<file path="config.mk">
export PLATFORM = sky130hd
export DESIGN_NAME = xor_cipher_ctrl
export DESIGN_NICKNAME = d
export VERILOG_FILES = /design/src/rtl/xor_cipher_ctrl.sv
export SDC_FILE = /design/constraint.sdc
export NUM_CORES = 1
export LEC_CHECK = 0
export CORE_ASPECT_RATIO = 1.1
export CORE_MARGIN = 1.5
export CORE_UTILIZATION = 47
export CTS_CLUSTER_DIAMETER = 80
export DETAILED_ROUTE_END_ITERATION = 10
export PLACE_DENSITY = 0.78
export SYNTH_ARGS = -nofsm -noshare
export SYNTH_HDL_FRONTEND = slang
export SYNTH_SLANG_ARGS = --single-unit
</file>
<file path="constraint.sdc">
create_clock -name clk -period 5.8 [get_ports clk]
set_input_delay 1.45 -clock clk [delete_from_list [all_inputs] [get_ports clk]]
set_output_delay 1.45 -clock clk [all_outputs]
set_load 0.05 [all_outputs]
</file>
<file path="src/rtl/xor_cipher_ctrl.sv">
`timescale 1ns/1ps
// Sequencer for the XOR encryption engine: serial key/message loader, engine
// handshake with per-phase timeout, and MSB-first valid/ready ciphertext streamer.
module xor_cipher_ctrl #(
    parameter int MSG_SIZE    = 64,
    parameter int KEY_SIZE    = 8,
    parameter int ENC_TIMEOUT = 1024
) (
    input  logic                        clk,
    input  logic                        rst,
    input  logic                        ena,
    input  logic                        iBit,
    input  logic                        iBit_valid,
    input  logic                        iBit_sel,
    output logic [MSG_SIZE-1:0]         oMessage,
    output logic [KEY_SIZE-1:0]         oKey,
    output logic [$clog2(MSG_SIZE):0]   oMessage_bit_counter,
    output logic [$clog2(KEY_SIZE):0]   oKey_bit_counter,
    output logic                        oEngine_ena,
    output logic                        oEngine_rst_n,
    input  logic                        iEncryption_status,
    input  logic [MSG_SIZE-1:0]         iCiphertext,
    output logic                        oSerial_out,
    output logic                        oSerial_valid,
    input  logic                        iSerial_ready,
    output logic                        oBusy,
    output logic                        oDone,
    output logic                        oError
);
    localparam int MCW = $clog2(MSG_SIZE) + 1;
    localparam int KCW = $clog2(KEY_SIZE) + 1;
    localparam int TCW = $clog2(ENC_TIMEOUT) + 1;

    localparam logic [MCW-1:0] MSG_FULL = MCW'(MSG_SIZE);
    localparam logic [MCW-1:0] MSG_LAST = MCW'(MSG_SIZE - 1);
    localparam logic [KCW-1:0] KEY_FULL = KCW'(KEY_SIZE);
    localparam logic [TCW-1:0] TMO_LAST = TCW'(ENC_TIMEOUT - 1);

    localparam logic [2:0] S_LOAD     = 3'd0;
    localparam logic [2:0] S_ENC_RISE = 3'd1;
    localparam logic [2:0] S_ENC_FALL = 3'd2;
    localparam logic [2:0] S_SEND     = 3'd3;
    localparam logic [2:0] S_CLEAR    = 3'd4;

    logic [2:0]          r_state;
    logic [MSG_SIZE-1:0] r_msg;
    logic [KEY_SIZE-1:0] r_key;
    logic [MCW-1:0]      r_msg_cnt;
    logic [KCW-1:0]      r_key_cnt;
    logic [MSG_SIZE-1:0] r_shreg;
    logic [MCW-1:0]      r_sent_cnt;
    logic [TCW-1:0]      r_tmo;
    logic                r_eng_ena;
    logic                r_eng_rst_n;
    logic                r_valid;
    logic                r_done;
    logic                r_error;

    logic [2:0] w_state_next;
    logic       w_msg_full;
    logic       w_key_full;
    logic       w_msg_take;
    logic       w_key_take;
    logic       w_in_enc;
    logic       w_tmo_hit;
    logic       w_accept;
    logic       w_last;

    assign w_msg_full = (r_msg_cnt == MSG_FULL);
    assign w_key_full = (r_key_cnt == KEY_FULL);
    assign w_msg_take = (r_state == S_LOAD) && iBit_valid &&  iBit_sel && !w_msg_full;
    assign w_key_take = (r_state == S_LOAD) && iBit_valid && !iBit_sel && !w_key_full;
    assign w_in_enc   = (r_state == S_ENC_RISE) || (r_state == S_ENC_FALL);
    assign w_tmo_hit  = (r_tmo == TMO_LAST);
    assign w_accept   = (r_state == S_SEND) && r_valid && iSerial_ready;
    assign w_last     = w_accept && (r_sent_cnt == MSG_LAST);

    // A status edge seen on the same cycle as the timeout wins over the timeout.
    always_comb begin
        w_state_next = r_state;
        case (r_state)
            S_LOAD:     if (w_msg_full && w_key_full) w_state_next = S_ENC_RISE;
            S_ENC_RISE: if (iEncryption_status)       w_state_next = S_ENC_FALL;
                        else if (w_tmo_hit)           w_state_next = S_CLEAR;
            S_ENC_FALL: if (!iEncryption_status)      w_state_next = S_SEND;
                        else if (w_tmo_hit)           w_state_next = S_CLEAR;
            S_SEND:     if (w_last)                   w_state_next = S_CLEAR;
            S_CLEAR:                                  w_state_next = S_LOAD;
            default:                                  w_state_next = S_LOAD;
        endcase
    end

    always_ff @(posedge clk or posedge rst) begin
        if (rst) begin
            r_state     <= S_LOAD;
            r_msg       <= '0;
            r_key       <= '0;
            r_msg_cnt   <= '0;
            r_key_cnt   <= '0;
            r_shreg     <= '0;
            r_sent_cnt  <= '0;
            r_tmo       <= '0;
            r_eng_ena   <= 1'b0;
            r_eng_rst_n <= 1'b0;
            r_valid     <= 1'b0;
            r_done      <= 1'b0;
            r_error     <= 1'b0;
        end else if (ena) begin
            r_state     <= w_state_next;
            r_eng_ena   <= (w_state_next == S_ENC_RISE) || (w_state_next == S_ENC_FALL);
            r_eng_rst_n <= (w_state_next != S_CLEAR);
            r_valid     <= (w_state_next == S_SEND);
            r_done      <= w_last;

            if (w_msg_take) begin
                r_msg     <= {r_msg[MSG_SIZE-2:0], iBit};
                r_msg_cnt <= r_msg_cnt + 1'b1;
            end
            if (w_key_take) begin
                r_key     <= {r_key[KEY_SIZE-2:0], iBit};
                r_key_cnt <= r_key_cnt + 1'b1;
            end

            if (w_in_enc && (w_state_next == S_CLEAR))
                r_error <= 1'b1;
            else if (w_msg_take || w_key_take)
                r_error <= 1'b0;

            // Counter restarts on every state change, so each status edge gets a full budget.
            if (w_state_next != r_state)
                r_tmo <= '0;
            else if (w_in_enc)
                r_tmo <= r_tmo + 1'b1;

            if ((r_state == S_ENC_FALL) && (w_state_next == S_SEND)) begin
                r_shreg    <= iCiphertext;
                r_sent_cnt <= '0;
            end else if (w_accept) begin
                r_shreg    <= {r_shreg[MSG_SIZE-2:0], 1'b0};
                r_sent_cnt <= r_sent_cnt + 1'b1;
            end

            if (r_state == S_CLEAR) begin
                r_msg      <= '0;
                r_key      <= '0;
                r_msg_cnt  <= '0;
                r_key_cnt  <= '0;
                r_shreg    <= '0;
                r_sent_cnt <= '0;
            end
        end
    end

    assign oMessage             = r_msg;
    assign oKey                 = r_key;
    assign oMessage_bit_counter = r_msg_cnt;
    assign oKey_bit_counter     = r_key_cnt;
    assign oEngine_ena          = r_eng_ena;
    assign oEngine_rst_n        = r_eng_rst_n;
    assign oSerial_out          = r_shreg[MSG_SIZE-1];
    assign oSerial_valid        = r_valid;
    assign oBusy                = (r_state != S_LOAD);
    assign oDone                = r_done;
    assign oError               = r_error;
endmodule
</file>
==> reports/results.txt, run 1 <==
Status: finished clean
Resized cells post-CTS: 0
Clk_skew: 8.321 ps
#FFs+latches synth: 173
Post-synth top flop: dfrtp_1
Placer Congestion: 0.8121
Final worst path period share: 62.93%
Capturing point of the worst reg2reg path: r_shreg[56]$_DFFE_PP0P_
NumNets Final: 1046
Worst reg2reg path startpoint: r_state[2]$_DFFE_PP0P_
PD cells: 341.1 nW/um^2
Synthesized instance count: 841
Clock Tree Buf Depth: 2
Seq/Total Area, Yosys: 53.00%
Vias in the first global route: 5966
VDD IR max: 0.2760 mV
Mean Syn Cell Area: 9.712 um^2
Leakage: 4.213 nW
Diode count: 0
Reg clk slew, reported paths: 70 ps
Die area: 18180 um^2
Crit end category: output pin
Setup ws final: 2150 ps
Hold_ws: 476.0 ps
Final setup violation count: 0
Most common cell after layout, fill and taps aside: nand2_1
Hold Path Sink: r_shreg[39]$_DFFE_PP0P_
CP Class: reg2out
Reg-to-reg slack, setup: 2890 ps
CTS Buf Count: 17
Hold Path Class: reg2reg
Cts hold-fix bufs: 0
EDFF count, synth: 0
Hpwl dp: 11760 um
Critical path, cell by cell: or3_1 > clkdlybuf4s50_1
DR WL/cell: 14.92 um
Hold depth: 2
Synth area leader: dfrtp_1
Clk sinks: 173
Iteration-0 DRC Markers: 434
Vias: 6338
CP Data Required Time: 4350 ps
Initial antenna violation count: 0
Die X: 128.7 um
Vias per cell: 5.216
CTS tree: done
Most frequent cells in the layout: nand2_1 (234), dfrtp_1 (173), clkdlybuf4s50_1 (161)
Max H-tree Level: 4
Synth top area cells: dfrtp_1 (53%), nand2_1 (11%), mux2i_1 (7.7%)
Total GRT Usage: 20.70%
Rows: 50
Largest net degree at the start of global routing: 174
Post-route antenna net violation count: 0
Unique masters post-synth: 58
CP Max Fanout: 16
Relative slew slack: 27.17%
YS warnings: 0
RSZ-0062 raised after global routing: no
# DRC: 0
Synth Net Count: 919
Clk Latency, worst-skew pair: 430 ps
Setup tns final: 0 ps
Area share of the largest cell type after synthesis: 53.00%
Worst Path Arrival: 2200 ps
Filler instances: 1467
Async S/R FF share, synth: 100.0%
DR pass1 iterations: 5
Slowest Stage Delay on Critical Path: 720 ps
First-pass GRT wire length: 29970 um
Least-Margin Pin Slew: 1092 ps
Die Y: 141.3 um
Fin crit period: 3650 ps
IO Port Bufs: 161
Synthesized cell area: 8168 um^2
GRT Residual Overflow: 0
CP Launch Type: flop
R2R depth: 7
Hold Fails Final Rpt: 0
Worst Hold Launch: r_shreg[39]$_DFFE_PP0P_
Area delta synth->final: 27.77%
Fmax: 274.0 MHz
Core Footprint: 17020 um^2
Pre-CTS WS: 1811 ps
Max Slew Vio Count: 0
IO Pins: 162
Starting Density: 48.00%
Slowest CP cell: clkdlybuf4s50_1
Post-CTS setup buffers: 0
CTS Root Cell: clkbuf_16
Layout cell share with drive strength beyond 1: 6.014%
Routed WL: 18120 um
Total of max-cap violations: 0
[worst max path at each step]
stage                                end                   start  depth (start not counted)  slack [ps]
5_1_grt             r_tmo[4]$_DFFE_PP0P_      iEncryption_status                          7        2060
6_report                           oBusy  r_state[0]$_DFFE_PP0P_                          2        2150
3_3_place_gp   r_sent_cnt[4]$_DFFE_PP0P_      iEncryption_status                          7        1880
4_1_cts                            oBusy  r_state[0]$_DFFE_PP0P_                          2        2130
2_1_floorplan          oDone$_DFFE_PP0P_                     rst                          1        2140
3_5_place_dp        r_tmo[4]$_DFFE_PP0P_      iEncryption_status                          7        1810
[logic make-up (layout without fill, tap and decap cells)]
logic type,after synthesis,after routing,synth area share (%)
AND/OR/NAND/NOR,323,323,17.42
XOR/XNOR,9,9,0.9651
adder cells (fa/ha/maj),6,6,0.9191
multiplexers,65,65,7.996
AO/OA/AOI/OAI,189,189,14.78
buffers and inverters,76,216,4.917
flip-flops,173,173,53.00
[area by class of cell]
type / count / area, um^2 / share of cell area (%)
sequential: 173 / 4329 / 41.48
multi-input combinational: 592 / 3463 / 33.19
inverter: 15 / 60.06 / 0.5755
timing repair buffer: 169 / 1697 / 16.26
tap: 234 / 292.8 / 2.805
clock buffer: 18 / 429.2 / 4.112
clock inverter: 14 / 165.2 / 1.583
[routing by layer]
layer | up-vias | global-route usage [%] | part of all wire, %
met3 | 23 | 3.959 | 3.7
met5 | - | 0 | 0
li1 | 3166 | - | -
met1 | 3031 | 28.04 | 45
met4 | 0 | 7.037 | 1.9
met2 | 118 | 33.49 | 49
[flip-flops by register name, summed over array words and instances (netlist names), 3 cells and up]
register              cells
oMessage                 64
oKey                      8
r_sent_cnt                7
r_tmo                    11
r_state                   3
r_shreg                  64
oKey_bit_counter          4
oMessage_bit_counter      7
[critical path: cells and delay by family (launching register included)]
kind          cells  cell delay, ps
simple gates      1             490
buf+inv           1             720
flops             1             570
[Yosys cell counts, types with 4 or more instances]
cell,count
inv_1,15
o22ai_1,5
buf_2,9
xor2_1,7
o21ai_1,38
buf_6,7
nand3b_1,4
o31ai_1,67
mux2i_1,63
buf_4,13
o21ai_0,48
a21oi_1,8
ha_1,6
nand2_1,235
nand4_1,10
dfrtp_1,173
and2_1,5
clkbuf_1,30
nand3_1,14
nor2_1,25
nand2b_1,4
[power by group]
part	internal [mW]	leakage, nW	switching, mW
combinational	0.351	1.57	0.505
clock	0.644	0.280	0.499
sequential	1.42	2.36	0.145
total	2.41	4.21	1.15
[through the flow]
stage	cell area (um^2)	cells	util, %	total power, mW
after detailed placement	9842	1183	57.84	2.446
after global routing	10440	1215	61.33	3.766
final	10440	1215	61.33	3.560
after floorplan	8172	841	-	2.201
after global placement	9842	1183	57.84	2.423
after CTS	10440	1215	61.33	3.601
Power figures use the tool's default switching activity.
==> inputs of run 2 (changes only) <==
CORE_UTILIZATION = 52   (was 47)
PLACE_DENSITY = 0.81   (was 0.78)
clock period = 3.4 ns   (was 5.8 ns; I/O delays follow)
==> reports/results.txt, run 2 (same netlist as run 1, synthesis figures left out) <==
Worst reg2reg path startpoint: r_tmo[0]$_DFFE_PP0P_
Vias per cell: 5.442 (+4.3%)
PD cells: 579.9 nW/um^2 (+70%)
Worst Path Arrival: 2160 ps (-40 ps)
Final setup violation count: 0 (unchanged)
Worst Setup SP: r_state[1]$_DFFE_PP0P_
Most frequent cells in the layout: nand2_1 (234), dfrtp_1 (173), clkdlybuf4s50_1 (161)
Leakage: 4.256 nW (+1.0%)
Placer Congestion: 0.8169 (+0.59%)
Slowest CP cell: clkdlybuf4s50_1
Least-Margin Pin Slew: 720.1 ps (-372.4 ps)
Critical path, cell by cell: or3_1 > clkdlybuf4s50_1
Fin crit period: 3010 ps
# DRC: 0 (unchanged)
Crit end category: output pin
Layout cell share with drive strength beyond 1: 6.199% (+0.18 points)
CP Class: reg2out
Hpwl dp: 11970 um (+1.8%)
Vias: 6422 (+1.3%)
Post-route antenna net violation count: 0 (unchanged)
Clk Latency, worst-skew pair: 420 ps (about the same)
Setup tns final: 0 ps (unchanged)
Clock Tree Buf Depth: 2 (unchanged)
Clk_skew: 7.418 ps (-0.9036 ps)
Reg clk slew, reported paths: 60 ps (about the same)
Slowest Stage Delay on Critical Path: 720 ps (about the same)
CTS Root Cell: clkbuf_16
CP bufs+invs: 1 (unchanged)
Total GRT Usage: 22.51% (+1.8 points)
IO Port Bufs: 161 (unchanged)
Fmax: 332.2 MHz
Die area: 16470 um^2 (-9.4%)
Worst Hold Launch: r_shreg[0]$_DFFE_PP0P_
NumNets Final: 1051 (+0.48%)
Max H-tree Level: 4 (unchanged)
VDD IR max: 0.3606 mV (+31%)
Final worst path period share: 88.54%
Largest net degree at the start of global routing: 133 (-24%)
GRT Residual Overflow: 0 (unchanged)
Die X: 122.5 um (-4.8%)
Status: finished clean
Area delta synth->final: 28.03%
CP Data Required Time: 2550 ps (-1800 ps)
Rows: 47 (-6.0%)
Total of max-cap violations: 0 (unchanged)
DR WL/cell: 15.39 um (+3.2%)
Diode count: 0 (unchanged)
RSZ-0062 raised after global routing: no
Hold Fails Final Rpt: 0 (unchanged)
Starting Density: 53.63% (+5.6 points)
Die Y: 134.4 um (-4.8%)
Resized cells post-CTS: 0 (unchanged)
CTS tree: done
Initial antenna violation count: 0 (unchanged)
IO Pins: 162 (unchanged)
First-pass GRT wire length: 29350 um (-2.0%)
CP Launch Type: flop
Iteration-0 DRC Markers: 442 (+1.8%)
CTS Buf Count: 17 (unchanged)
Post-CTS setup buffers: 0 (unchanged)
Relative slew slack: 51.89% (+25 points)
Cts hold-fix bufs: 0 (unchanged)
CP Max Fanout: 16 (unchanged)
Clk sinks: 173 (unchanged)
CP delay by family, top: buffers and inverters
Routed WL: 18160 um (+0.20%)
DR pass1 iterations: 5 (unchanged)
Power Total: 6.064 mW (+70%)
Vias in the first global route: 5802 (-2.7%)
Core Footprint: 15230 um^2 (-10%)
Hold Path Class: reg2reg
Most common cell after layout, fill and taps aside: nand2_1
Max Slew Vio Count: 0 (unchanged)
[run 2: changes by cell type in the layout (fill, tap and decap cells not counted)]
cell	delta
clkinv_2	+3
inv_6	-3
clkinv_8	-1
buf_4	+1
clkbuf_8	+4
clkinv_4	-4
clkbuf_1	+1
clkinvlp_4	-2
buf_12	+4
[run 2: tightest hold or removal path: stages (launching register included)]
cell     delay [ps]
dfrtp_1         330
nand2_1          50
nand2_1          50
[run 2: final cells by class]
cell class	count	area, um^2
fillers	1188	4773
flip-flops and latches	173	4329
multi-input cells	592	3463
repair buffers	174	1784
clock buffers	23	488.0
well taps	196	245.2
clock inverters	7	87.58
inverters	15	60.06
[run 2: through the flow]
step	cell area [um^2]	hold slack, ps	instances	utilization, %	setup WS, ps
6_report	10460	468.3	1180	68.66	389.6
5_1_grt	10460	494.8	1180	68.66	330.0
4_1_cts	10460	472.0	1180	68.66	369.7
3_3_place_gp	9882	451.2	1150	64.88	629.5
3_5_place_dp	9882	459.3	1150	64.88	517.4
2_1_floorplan	8172	438.0	841	-	339.3
[run 2: per-layer routing]
metal	global-route usage, %	share of wire [%]	vias to the layer above
met1	31.22	46	3094
met4	6.525	1.1	0
met2	35.69	49	138
met5	0	0	-
li1	-	-	3174
met3	4.804	4.1	16
[run 2: power breakdown]
group,internal [mW],total (mW),switching (mW)
Clock,1.15,1.90,0.753
Combinational,0.609,1.50,0.892
Sequential,2.42,2.66,0.245
[run 2: worst paths after layout]
path,depth (start not counted),slack [ps],endpoint
setup / recovery,2,390,oBusy
hold reg to reg,2,470,r_shreg[0]$_DFFE_PP0P_
max in group asynchronous,3,1800,r_state[0]$_DFFE_PP0P_
hold / removal,2,470,r_shreg[0]$_DFFE_PP0P_
min in group asynchronous,2,910,r_shreg[45]$_DFFE_PP0P_
setup reg to reg,6,1220,r_tmo[4]$_DFFE_PP0P_
